**config.mk**
```make
export PLATFORM = sky130hd
export DESIGN_NAME = ccx_global_rst_gen
export DESIGN_NICKNAME = d
export VERILOG_FILES = /design/src/rtl/ccx_global_rst_gen.sv
export SDC_FILE = /design/constraint.sdc
export NUM_CORES = 1
export LEC_CHECK = 0
export ABC_AREA = 1
export BUFFER_PORTS_ARGS = -buffer_cell sky130_fd_sc_hd__buf_2
export CORE_MARGIN = 3
export CORE_UTILIZATION = 47
export DETAILED_ROUTE_END_ITERATION = 10
export GPL_TIMING_DRIVEN = 0
export PLACE_DENSITY = 0.64
export SYNTH_ARGS = -nofsm -noshare
export SYNTH_HDL_FRONTEND = slang
export SYNTH_SLANG_ARGS = --single-unit
```
**constraint.sdc**
```tcl
create_clock -name rclk -period 1.9 [get_ports rclk]
set_clock_uncertainty 0.15 [all_clocks]
set_input_delay 0.095 -clock rclk [delete_from_list [all_inputs] [get_ports rclk]]
set_output_delay 0.095 -clock rclk [all_outputs]
set_load 0.03 [all_outputs]
```
**src/rtl/ccx_global_rst_gen.sv**
```systemverilog
`default_nettype none
// ============================================================================
// Module   : ccx_global_rst_gen
// Brief    : Global reset / debug-init / scan-enable generator for the CCX
//            global buffers, with synchronized release and warm reset.
// Revision : 1.0 - initial release
// ============================================================================
module ccx_global_rst_gen #(
  parameter int SYNC_STAGES = 2,
  parameter int DBG_CYC     = 8,
  parameter int RST_CYC     = 16,
  parameter int CNT_W       = 8
) (
  input  logic rclk,
  input  logic arst_l,
  input  logic wrm_rst_req,
  input  logic se_req,
  output logic rst_l,
  output logic adbginit_l,
  output logic se,
  output logic rst_done
);

  typedef enum logic [1:0] {
    S_RST  = 2'd0,
    S_DBG  = 2'd1,
    S_HOLD = 2'd2,
    S_RUN  = 2'd3
  } state_t;

  localparam logic [CNT_W-1:0] c_dbg_load = CNT_W'(DBG_CYC - 1);
  localparam logic [CNT_W-1:0] c_rst_load = CNT_W'(RST_CYC - 1);
  localparam logic [CNT_W-1:0] c_cnt_one  = CNT_W'(1);

  logic [SYNC_STAGES-1:0] r_sync;
  logic                   w_rst_sync;
  state_t                 r_state;
  logic [CNT_W-1:0]       r_cnt;
  logic                   r_rst_l;
  logic                   r_adbg_l;
  logic                   r_done;
  logic                   r_se;

  // Deassertion synchronizer keeps shifting even under scan freeze.
  always_ff @(posedge rclk or negedge arst_l) begin
    if (!arst_l) begin
      r_sync <= '0;
    end else begin
      r_sync <= {r_sync[SYNC_STAGES-2:0], 1'b1};
    end
  end

  assign w_rst_sync = r_sync[SYNC_STAGES-1];

  always_ff @(posedge rclk or negedge arst_l) begin
    if (!arst_l) begin
      r_state  <= S_RST;
      r_cnt    <= '0;
      r_rst_l  <= 1'b0;
      r_adbg_l <= 1'b0;
      r_done   <= 1'b0;
      r_se     <= 1'b0;
    end else begin
      r_se <= se_req;
      // Registered scan enable freezes the whole sequence in place.
      if (!r_se) begin
        case (r_state)
          S_RST: begin
            if (w_rst_sync) begin
              r_state <= S_DBG;
              r_cnt   <= c_dbg_load;
            end
          end
          S_DBG: begin
            if (r_cnt == '0) begin
              r_state  <= S_HOLD;
              r_adbg_l <= 1'b1;
              r_cnt    <= c_rst_load;
            end else begin
              r_cnt <= r_cnt - c_cnt_one;
            end
          end
          S_HOLD: begin
            if (r_cnt == '0) begin
              r_state <= S_RUN;
              r_rst_l <= 1'b1;
              r_done  <= 1'b1;
            end else begin
              r_cnt <= r_cnt - c_cnt_one;
            end
          end
          S_RUN: begin
            if (wrm_rst_req) begin
              r_state <= S_HOLD;
              r_rst_l <= 1'b0;
              r_done  <= 1'b0;
              r_cnt   <= c_rst_load;
            end
          end
          default: r_state <= S_RST;
        endcase
      end
    end
  end

  assign rst_l      = r_rst_l;
  assign adbginit_l = r_adbg_l;
  assign se         = r_se;
  assign rst_done   = r_done;

endmodule
`default_nettype wire

```
==> summary.txt, run 1 <==
Run status
  • Status: finished, final reports clean

CTS
  • Resized Gates After CTS: 0
  • Clock root buffer: clkbuf_4
  • CTS tree: done
  • Clock sinks: 15
  • Worst-case clock buffer depth: 2
  • Post-CTS Setup Bufs: 0
  • Clock-pin slew on the worst setup and hold paths: 0.10 ns
  • CTS H-tree depth: 1
  • Skew-Pair Late Insertion Delay: 0.29 ns
  • Total CTS buffers: 3

Finish
  • Area growth from synthesis to layout: 12.6%
  • Ant diodes: 0
  • Final #Nets: 138
  • Share of layout cells above drive strength 1: 24.2%
  • FILL cells: 182
  • Fin cells: 157

Floorplanning
  • Die height: 49.9 um
  • Die Area: 2490 um^2
  • Initial Util: 51.3%
  • Placement Rows: 15
  • Core area: 1760 um^2
  • Chip width: 49.9 um
  • Number of I/O pins: 8

Yosys
  • Synth Warn #: 0
  • Syn Nets: 124
  • Top_reg_cell synth: dfrtp_1
  • Number of flops mapped to enable cells by yosys: 0
  • Register area share after synthesis: 41.5%
  • Area contributors post-synth: dfrtp_1 (41%), nand2_1 (15%), nor2_1 (6.2%)
  • Synth area leader: dfrtp_1
  • Most frequent cell after synthesis: nand2_1
  • Synth top area share: 41.5%
  • Mapped Avg Cell Area: 7.60 um^2
  • Fraction of registers with async set/reset: 100%
  • Syn Inst Count: 119
  • Post-Synthesis Cell Area: 905 um^2
  • Post-synthesis cell type count: 24
  • FF+latch count, synth: 15
  • Most common library cells after synthesis: nand2_1 (37), dfrtp_1 (15), nor2_1 (15), inv_1 (12), nand3_1 (8)

Pwr
  • Clk pwr share: 18.7%
  • VDD IR-drop max: 0.559 mV
  • Power density cells: 995 nW/um^2
  • Lkg Pwr: 0.538 nW
  • Combinational power share: 36.0%
  • P_int: 0.000604 W
  • Switch Pwr: 0.000409 W
  • Flop pwr share: 45.3%
  • Sw frac: 40.3%

GRT
  • Vias in the first global route: 704
  • First-pass GRT wire length: 2950 um
  • Total grt overflow: 0
  • GRT Overall Usage: 16.0%
  • Largest net degree at the start of global routing: 16
  • Initial antenna violation count: 0

STA
  • Final hold violation count: 0
  • Tmin final: 1.71 ns
  • RSZ-0062 raised after global routing: no
  • Post-route setup TNS: 0 ns
  • Worst setup margin: 0.189 ns
  • Pins Over Slew Limit: 0
  • Setup Viol. Count Final: 0
  • Period utilization: 90.1%
  • Fmax: 0.584 GHz

Placement
  • Final HPWL DP: 1240 um
  • GP Congestion: 0.772
  • Input/output buffers: 7
  • Dpl cells: 151
  • DP Worst Slack: 0.203 ns

Setup path
  • CP arrival: 1.75 ns
  • Type of origin of the critical path: register
  • Critical path class: register to register
  • CP Capture Type: register
  • Reg2Reg Depth: 9
  • Crit path max fanout: 5
  • WP data required: 1.94 ns

Drt
  • Detailed Routing Iterations Pass 1: 4
  • Residual DRC: 0
  • Vias post-DR: 754
  • Antenna-violating nets left: 0
  • Initial drt markers: 17
  • Drt wl/cell: 10.6 um
  • DR vias/cell: 4.80
  • Routed WL: 1660 um

Hold path
  • Hold Path Class: input pin to async pin

Job
  • Maxcap violations: 0
-- cell usage in the layout, fill, tap and decap left out, types with 2 or more instances in the layout --
cell type,netlist,layout
clkbuf_4,0,3
nor2_1,15,15
nand4_1,2,2
buf_2,0,7
inv_1,12,12
nand3_2,2,2
nand2_4,2,2
dlygate4sd3_1,0,2
nand2_1,37,37
nor2_2,3,3
nor2_4,2,2
dfrtp_1,15,15
nand3_1,8,8
o21ai_0,4,4
inv_2,5,5
-- repair_timing --
action | 4_1_cts | 5_1_grt
setup endpoints to repair | 0 | 0
endpoints found under the hold margin | 16 | 0
hold buffers | 2 | 0
-- cell type report --
class | count | area [um^2] | area share [%]
plain buffers | 1 | 7.51 | 0.737
clock buffers | 3 | 22.5 | 2.21
clock inverters | 1 | 5.00 | 0.491
inverters | 18 | 70.1 | 6.88
multi-input cells | 85 | 452 | 44.3
flip-flops and latches | 15 | 375 | 36.9
well taps | 25 | 31.3 | 3.07
repair buffers | 9 | 55.1 | 5.41
-- through the flow --
stage / hold slack, ns / utilization (%) / cell area [um^2] / power, W
2_1_floorplan: -0.351 / - / 905 / 0.000753
3_3_place_gp: -0.131 / 55.0 / 971 / 0.000819
3_5_place_dp: -0.128 / 55.0 / 971 / 0.000825
4_1_cts: 0.0753 / 57.7 / 1020 / 0.00103
5_1_grt: 0.107 / 57.7 / 1020 / 0.00111
6_report: 0.0872 / 57.7 / 1020 / 0.00101
-- registers in the layout, indices dropped and copies added, names as in the netlist --
name,count
adbginit_l,1
r_cnt,8
rst_done,1
se,1
r_state,2
r_sync,2
-- cell families after synthesis --
| group | after synthesis | share of synthesized area [%] |
|---|---|---|
| other cells | 1 | 0.415 |
| buf+inv | 19 | 8.58 |
| xor+xnor | 1 | 0.968 |
| simple gates | 74 | 41.5 |
| fa+ha+maj | 1 | 1.38 |
| compound gates | 8 | 5.67 |
| flops | 15 | 41.5 |
-- power groups by stage --
stage	clock network, W	logic (W)	registers [W]
final	0.000190	0.000365	0.000459
after global routing	0.000214	0.000422	0.000472
after CTS	0.000203	0.000367	0.000457
after detailed placement	0	0.000362	0.000463
after global placement	0	0.000356	0.000462
after floorplan	0	0.000300	0.000453
-- worst max-delay path: stages (launching register included) --
cell and delay (ns):
dfrtp_1 0.40, inv_1 0.10, ha_1 0.25, nand2_1 0.11
nor2_2 0.16, nand2_1 0.11, nand2_1 0.08, nand3_2 0.12
nand2_1 0.10, nor2_1 0.04
-- metal layers --
metal,part of all wire [%],GRT usage [%]
met5,0,0
met3,2.2,2.72
met2,45,24.7
met1,51,20.3
met4,2.6,11.1
-- path summary, 6_finish.rpt --
kind	to	slack, ns	startpoint
max	r_cnt[6]	0.19	r_cnt[0]
min	r_state[1]	0.09	arst_l
max reg2reg	r_cnt[6]	0.19	r_cnt[0]
min reg2reg	r_sync[1]	0.21	r_sync[0]
max in group asynchronous	r_cnt[1]	1.26	arst_l
min in group rclk	rst_done	0.20	wrm_rst_req
Power figures use the tool's default switching activity.
==> inputs of run 2 (changes only) <==
--- a/config.mk
+++ b/config.mk
@@ -5,13 +5,13 @@
 export SDC_FILE = /design/constraint.sdc
 export NUM_CORES = 1
 export LEC_CHECK = 0
-export ABC_AREA = 1
 export BUFFER_PORTS_ARGS = -buffer_cell sky130_fd_sc_hd__buf_2
 export CORE_MARGIN = 3
-export CORE_UTILIZATION = 47
+export CORE_UTILIZATION = 40
 export DETAILED_ROUTE_END_ITERATION = 10
 export GPL_TIMING_DRIVEN = 0
-export PLACE_DENSITY = 0.64
+export PLACE_DENSITY = 0.57
+export SLEW_MARGIN = 20
 export SYNTH_ARGS = -nofsm -noshare
 export SYNTH_HDL_FRONTEND = slang
 export SYNTH_SLANG_ARGS = --single-unit
==> run 2 against run 1 <==
Effect of this change: the flow now finishes with violations (negative setup slack); die area is 1.7% higher; first-iteration DRC count is 41% lower; non-clock buffer count is 20 higher; area after synthesis is 13% lower; via count is 1.2% lower; register-to-register slack worse by 0.37 ns; synthesized cell count is 32% lower; global-route usage is 0.13 points higher; maximum frequency is 18% lower; sequential share of layout area is 4.8 points lower; combinational power grew to 3.0 times the previous value; critical endpoint unchanged; largest cell class unchanged; highest routed layer unchanged.
==> summary.txt, run 2 <==
Setup path
  • Crit path max fanout: 2 (was 5)
  • CP Capture Type: register (unchanged)
  • CP arrival: 2.15 ns (was 1.75 ns)
  • WP data required: 1.97 ns (was 1.94 ns)
  • Type of origin of the critical path: register (unchanged)
  • R2r setup slk: -0.18 ns (was 0.19 ns)
  • Critical path class: register to register (unchanged)

Drt
  • Detailed Routing Iterations Pass 1: 4 (unchanged)
  • Vias post-DR: 745 (was 754)
  • Initial drt markers: 10 (was 17)
  • DR vias/cell: 5.52 (was 4.80)
  • Drt wl/cell: 15.0 um (was 10.6 um)
  • Residual DRC: 0 (unchanged)
  • Routed WL: 2030 um (was 1660 um)
  • Antenna-violating nets left: 0 (unchanged)

STA
  • Worst slew margin: 56.7%
  • Tmin final: 2.08 ns (was 1.71 ns)
  • Min Hold Slack: 0.0859 ns (was 0.0872 ns)
  • Pins Over Slew Limit: 0 (unchanged)
  • Fmax: 0.480 GHz (was 0.584 GHz)
  • Setup Viol. Count Final: 5 (was 0)
  • Worst setup margin: -0.182 ns (was 0.189 ns)
  • Least-Margin Pin Slew: 0.645 ns
  • Final hold violation count: 0 (unchanged)
  • Period utilization: 110% (was 90.1%)
  • RSZ-0062 raised after global routing: yes (was no)

Floorplanning
  • Core area: 1780 um^2 (was 1760 um^2)
  • Chip width: 50.3 um (was 49.9 um)
  • Die height: 50.3 um (was 49.9 um)
  • Placement Rows: 15 (unchanged)
  • Die Area: 2530 um^2 (was 2490 um^2)
  • Initial Util: 44.0% (was 51.3%)
  • Number of I/O pins: 8 (unchanged)

CTS
  • Clock root buffer: clkbuf_4 (unchanged)
  • Clock-pin slew on the worst setup and hold paths: 0.09 ns (was 0.10 ns)
  • Worst-case clock buffer depth: 2 (unchanged)
  • Total CTS buffers: 3 (unchanged)
  • Clock sinks: 15 (unchanged)
  • CTS tree: done (unchanged)
  • CTS H-tree depth: 1 (unchanged)
  • Skew-Pair Late Insertion Delay: 0.28 ns (was 0.29 ns)

Yosys
  • Post-synthesis cell type count: 27 (was 24)
  • FF+latch count, synth: 15 (unchanged)
  • Number of flops mapped to enable cells by yosys: 0 (unchanged)
  • Simple logic cell fraction of the synthesized area: 23.1% (was 41.5%)
  • Most common library cells after synthesis: dfrtp_1 (15), a21oi_1 (7), o31ai_1 (6) (was nand2_1 (37), dfrtp_1 (15), nor2_1 (15), inv_1 (12), nand3_1 (8))
  • Syn Inst Count: 81 (was 119)
  • XOR/XNOR share of the synthesized area: 0% (was 0.968%)
  • Syn Nets: 86 (was 124)
  • Mapped Avg Cell Area: 9.69 um^2 (was 7.60 um^2)
  • Adder-cell share of the synthesized area: 1.59% (was 1.38%)
  • Synth top area share: 47.8% (was 41.5%)
  • Synth Warn #: 0 (unchanged)
  • Mux contribution to synthesized area: 0% (unchanged)
  • Synth Area in Compound Gates: 22.2% (was 5.67%)
  • Largest family of logic cells by synthesized area: simple AND/OR/NAND/NOR gates (unchanged)
  • Synth area leader: dfrtp_1 (unchanged)
  • Area contributors post-synth: dfrtp_1 (48%), o31ai_1 (5.7%), or4_1 (4.8%) (was dfrtp_1 (41%), nand2_1 (15%), nor2_1 (6.2%))
  • Top_reg_cell synth: dfrtp_1 (unchanged)
  • Most frequent cell after synthesis: dfrtp_1 (was nand2_1)
  • Register area share after synthesis: 47.8% (was 41.5%)
  • Fraction of registers with async set/reset: 100% (unchanged)
  • Post-Synthesis Cell Area: 785 um^2 (was 905 um^2)

Placement
  • GP Congestion: 0.795 (was 0.772)
  • Dpl cells: 113 (was 151)
  • Final HPWL DP: 1180 um (was 1240 um)
  • DP Area: 851 um^2 (was 971 um^2)
  • Input/output buffers: 7 (unchanged)

Run status
  • Failing checks: negative setup slack
  • Status: finished, violations left (was finished, final reports clean)

GRT
  • Initial antenna violation count: 0 (unchanged)
  • Total grt overflow: 0 (unchanged)
  • Largest net degree at the start of global routing: 16 (unchanged)
  • GRT Overall Usage: 16.2% (was 16.0%)
  • Vias in the first global route: 728 (was 704)
  • First-pass GRT wire length: 3130 um (was 2950 um)

Finish
  • Most flop-heavy register: r_cnt (unchanged)
  • Biggest regs: r_cnt (8), r_state (2), r_sync (2) (unchanged)
  • Final #Nets: 116 (was 138)
  • Max reg flops: 8 (unchanged)
  • Final instance area: 1170 um^2 (was 1020 um^2)
  • Fin cells: 135 (was 157)
  • Share of layout cells above drive strength 1: 44.5% (was 24.2%)
  • Most frequent cells in the layout: buf_4 (15), dfrtp_1 (15), buf_2 (7) (was nand2_1 (37), nor2_1 (15), dfrtp_1 (15))
  • Ant diodes: 0 (unchanged)
  • Area growth from synthesis to layout: 49.3% (was 12.6%)
  • Layout Utilization: 65.7% (was 57.7%)

Pwr
  • Power density cells: 1610 nW/um^2 (was 995 nW/um^2)
  • VDD IR-drop max: 0.802 mV (was 0.559 mV)
  • Lkg Pwr: 0.495 nW (was 0.538 nW)

Job
  • Maxcap violations: 0 (unchanged)

Hold path
  • Hold Path Class: input pin to async pin (unchanged)
==> run 2: cell types whose count changed after synthesis, sizes merged, moves of 3 or more <==
| cell | previous run | this run |
|---|---|---|
| or4 | 0 | 5 |
| nand2 | 40 | 4 |
| nor3 | 0 | 5 |
| buf | 1 | 4 |
| nor4 | 0 | 3 |
| o31ai | 0 | 6 |
| nor2b | 0 | 3 |
| nor2 | 21 | 2 |
| inv | 18 | 3 |
| nand3 | 11 | 0 |
| a21oi | 0 | 7 |
==> run 2: logic make-up (layout without fill, tap and decap cells) <==
kind of cell	Yosys count	after routing
and+or+nand+nor	30	30
adders and majority gates	1	1
other	1	1
AOI/OAI and AO/OA	26	26
DFF	15	15
buffers and inverters	8	37
==> run 2: area by class of cell <==
type,count,area [um^2]
fill,154,612
buffer,5,52.6
timing repair buffer,25,199
clock buffer,3,22.5
sequential,15,375
inverter,3,11.3
tap,25,31.3
clock inverter,1,5.00
multi-input combinational,58,474
==> run 2: metrics by stage <==
| step | setup slack (ns) | setup TNS, ns | power [W] |
|---|---|---|---|
| finish | -0.182 | -0.443 | 0.00189 |
| global route | -0.249 | -1.09 | 0.00204 |
| floorplan | -0.140 | -0.140 | 0.00111 |
| CTS | -0.172 | -0.316 | 0.00170 |
| detailed placement | -0.347 | -2.31 | 0.00129 |
| global placement | -0.270 | -1.75 | 0.00127 |
==> run 2: report_power, final <==
group          internal, W  total [W]  switching (W)
combinational     0.000540    0.00109       0.000552
sequential        0.000449   0.000614       0.000165
clock            0.0000782   0.000181       0.000103
==> run 2: worst max-delay path, cell delays in order, from the launching register on <==
cell     delay [ns]
dfrtp_1        0.39
inv_1          0.06
ha_2           0.17
or3b_4         0.38
or3_4          0.33
or4_1          0.40
a21oi_1        0.13
==> run 2: layer usage <==
| metal | GRT usage, % | part of all wire (%) | vias up | wire, um |
|---|---|---|---|---|
| li1 | - | - | 366 | - |
| met1 | 19.4 | 44 | 361 | 892 |
| met2 | 26.5 | 51 | 14 | 1040 |
| met3 | 5.93 | 2.8 | 4 | 57 |
| met4 | 5.07 | 2.1 | 0 | 43 |
| met5 | 0 | 0 | - | 0 |
==> run 2: worst paths after layout <==
path	cells past startpoint	to	startpoint
max	6	r_cnt[6]	r_cnt[0]
min	2	r_cnt[7]	arst_l
max reg2reg	6	r_cnt[6]	r_cnt[0]
min reg2reg	0	r_sync[1]	r_sync[0]
max in group asynchronous	2	r_state[0]	arst_l
min in group rclk	0	r_sync[1]	r_sync[0]
==> run 2: repair_timing <==
item / in CTS / in global routing
resized for setup: 18 / 16
hold buffers: 3 / 0
pin swaps: 2 / 9
hold endpoints to repair: 17 / 0
gates cloned: 0 / 1
setup endpoints to repair: 8 / 9
buffers inserted: 7 / 7
==> inputs of run 3 (changes only) <==
==> constraint.sdc (replaced) <==
create_clock -name rclk -period 2.2 [get_ports rclk]
set_clock_uncertainty 0.15 [all_clocks]
set_input_delay 0.11 -clock rclk [delete_from_list [all_inputs] [get_ports rclk]]
set_output_delay 0.11 -clock rclk [all_outputs]
set_load 0.03 [all_outputs]
==> run 3 against run 2 <==
Effect of this change: the run now ends clean; final area fell by 19%; maximum frequency shrank 3.3%; global-route usage is 0.15 points lower; via count shrank 8.6%; clock-buffer cell count stayed put.
==> summary.txt, run 3 (synthesis gave the netlist of run 2 again) <==
Run status
  • Status: finished, final reports clean (was finished, violations left)

Drt
  • DR vias/cell: 5.58 (was 5.52)
  • Detailed Routing Iterations Pass 1: 4 (unchanged)
  • Drt wl/cell: 14.5 um (was 15.0 um)
  • Antenna-violating nets left: 0 (unchanged)
  • Routed WL: 1770 um (was 2030 um)
  • Residual DRC: 0 (unchanged)
  • Vias post-DR: 681 (was 745)
  • Initial drt markers: 14 (was 10)

Setup path
  • CP Capture Type: register (unchanged)
  • Crit path max fanout: 4 (was 2)
  • CP arrival: 2.21 ns (was 2.15 ns)
  • R2R Path Start: r_cnt[1] (was r_cnt[0])
  • Critical path class: register to register (unchanged)
  • Reg2Reg Depth: 6 (unchanged)
  • CP max stage delay: 0.43 ns (was 0.40 ns)
  • WP data required: 2.26 ns (was 1.97 ns)
  • CP max-delay cell: dfrtp_1 (was or4_1)
  • CP startpoint: r_cnt[1] (was r_cnt[0])
  • R2r setup slk: 0.05 ns (was -0.18 ns)
  • Type of origin of the critical path: register (unchanged)
  • CP cell instances: inv_1, ha_2, or3b_4, or3_4, or4_1, a21oi_1 (unchanged)
  • RR Endpoint: r_cnt[6] (unchanged)
  • Timing endpoint of the critical path: r_cnt[6] (unchanged)

Pwr
  • Lkg Pwr: 0.397 nW (was 0.495 nW)
  • Power density cells: 1400 nW/um^2 (was 1610 nW/um^2)
  • VDD IR-drop max: 0.585 mV (was 0.802 mV)
  • Total Power: 0.00133 W (was 0.00189 W)

GRT
  • Initial antenna violation count: 0 (unchanged)
  • Total grt overflow: 0 (unchanged)
  • Vias in the first global route: 666 (was 728)
  • Largest net degree at the start of global routing: 16 (unchanged)
  • GRT Overall Usage: 16.0% (was 16.2%)
  • First-pass GRT wire length: 3140 um (was 3130 um)

STA
  • Worst slew margin: 66.1% (was 56.7%)
  • Setup Viol. Count Final: 0 (was 5)
  • Min Hold Slack: 0.102 ns (was 0.0859 ns)
  • RSZ-0062 raised after global routing: yes (unchanged)
  • Post-route setup TNS: 0 ns (was -0.443 ns)
  • Least-Margin Pin Slew: 0.508 ns (was 0.645 ns)
  • Fmax: 0.464 GHz (was 0.480 GHz)
  • Final hold violation count: 0 (unchanged)
  • Tmin final: 2.15 ns (was 2.08 ns)
  • Pins Over Slew Limit: 0 (unchanged)
  • Period utilization: 97.9% (was 110%)

CTS
  • Skew-Pair Late Insertion Delay: 0.29 ns (was 0.28 ns)
  • CTS tree: done (unchanged)
  • Clock-pin slew on the worst setup and hold paths: 0.10 ns (was 0.09 ns)
  • Clock sinks: 15 (unchanged)
  • Total CTS buffers: 3 (unchanged)
  • Worst-case clock buffer depth: 2 (unchanged)
  • CTS H-tree depth: 1 (unchanged)
  • Clock root buffer: clkbuf_4 (unchanged)

Finish
  • Final #Nets: 103 (was 116)
  • Biggest regs: r_cnt (8), r_state (2), r_sync (2) (unchanged)
  • Area growth from synthesis to layout: 21.5% (was 49.3%)
  • Leading cell type in the layout, fill and taps excluded: dfrtp_1
  • Final instance area: 953 um^2 (was 1170 um^2)
  • Share of layout cells above drive strength 1: 27.8% (was 44.5%)
  • Max reg flops: 8 (unchanged)
  • Most flop-heavy register: r_cnt (unchanged)
  • Fin cells: 122 (was 135)
  • Ant diodes: 0 (unchanged)
  • Most frequent cells in the layout: dfrtp_1 (15), buf_2 (10), a21oi_1 (7) (was buf_4 (15), dfrtp_1 (15), buf_2 (7))

Job
  • Maxcap violations: 0 (unchanged)

Floorplanning
  • Initial Util: 44.0% (unchanged)
  • Die Area: 2530 um^2 (unchanged)
  • Chip width: 50.3 um (unchanged)
  • Placement Rows: 15 (unchanged)
  • Die height: 50.3 um (unchanged)
  • Core area: 1780 um^2 (unchanged)
  • Number of I/O pins: 8 (unchanged)

Hold path
  • Hold Path Class: input pin to async pin (unchanged)

Placement
  • Input/output buffers: 7 (unchanged)
  • Dpl cells: 113 (unchanged)
  • GP Congestion: 0.796 (was 0.795)
  • Final HPWL DP: 1190 um (was 1180 um)
  • DP Area: 851 um^2 (unchanged)
-- run 3: cell count changes in the layout (fill, tap and decap cells not counted), sizes merged --
| cell | previous run | this run |
|---|---|---|
| buf | 26 | 13 |
| clkinv | 1 | 0 |
| clkinvlp | 0 | 1 |
-- run 3: how the worst min path moves through the flow --
| stage | start | slack, ns | cells past startpoint | end |
|---|---|---|---|---|
| after global placement | arst_l | -0.11 | 1 | r_cnt[7] |
| after global routing | arst_l | 0.11 | 2 | r_cnt[2] |
| after detailed placement | arst_l | -0.11 | 1 | r_cnt[7] |
| after CTS | arst_l | 0.1 | 2 | r_cnt[2] |
| final | arst_l | 0.10 | 2 | r_cnt[2] |
| after floorplan | arst_l | -0.34 | 0 | adbginit_l |
-- run 3: area by class of cell --
cell class                      count  area (um^2)
Sequential cell                    15          375
Tap cell                           25         31.3
Buffer                              5         26.3
Fill cell                         176          830
Multi-Input combinational cell     58          399
Inverter                            3         11.3
Clock buffer                        3         22.5
Clock inverter                      1         7.51
Timing Repair Buffer               12         80.1
-- run 3: critical path: cells and delay by family, from the launching register on --
kind                     cells  cell delay [ns]
adder cells (fa/ha/maj)      1             0.17
AO/OA/AOI/OAI                1             0.14
AND/OR/NAND/NOR              3             1.11
flip-flops                   1             0.43
buffers and inverters        1             0.07
-- run 3: routing by layer --
layer,track usage [%],vias up,part of all wire [%]
met2,25.4,7,50
met3,5.34,2,2.7
met4,2.30,0,0.45
met1,21.4,336,46
met5,0,-,0
li1,-,336,-
-- run 3: through the flow --
step,utilization [%],worst slack (ns)
4_1_cts,51.8,0.0115
2_1_floorplan,-,0.143
3_5_place_dp,47.7,-0.0222
6_report,53.5,0.0465
3_3_place_gp,47.7,0.0396
5_1_grt,53.5,-0.0216
-- run 3: power breakdown --
part           switching, W  total, W  internal [W]
combinational      0.000367  0.000660      0.000293
sequential         0.000119  0.000507      0.000388
clock             0.0000940  0.000163     0.0000691
total              0.000580   0.00133      0.000750
-- run 3: what timing repair did --
| action | in CTS | in global routing |
|---|---|---|
| setup endpoints to repair | 7 | 7 |
| setup buffers | 1 | 1 |
| hold buffers | 3 | 0 |
| gates resized for setup | 1 | 6 |
| endpoints found under the hold margin | 17 | 0 |
| pin swaps | 0 | 1 |
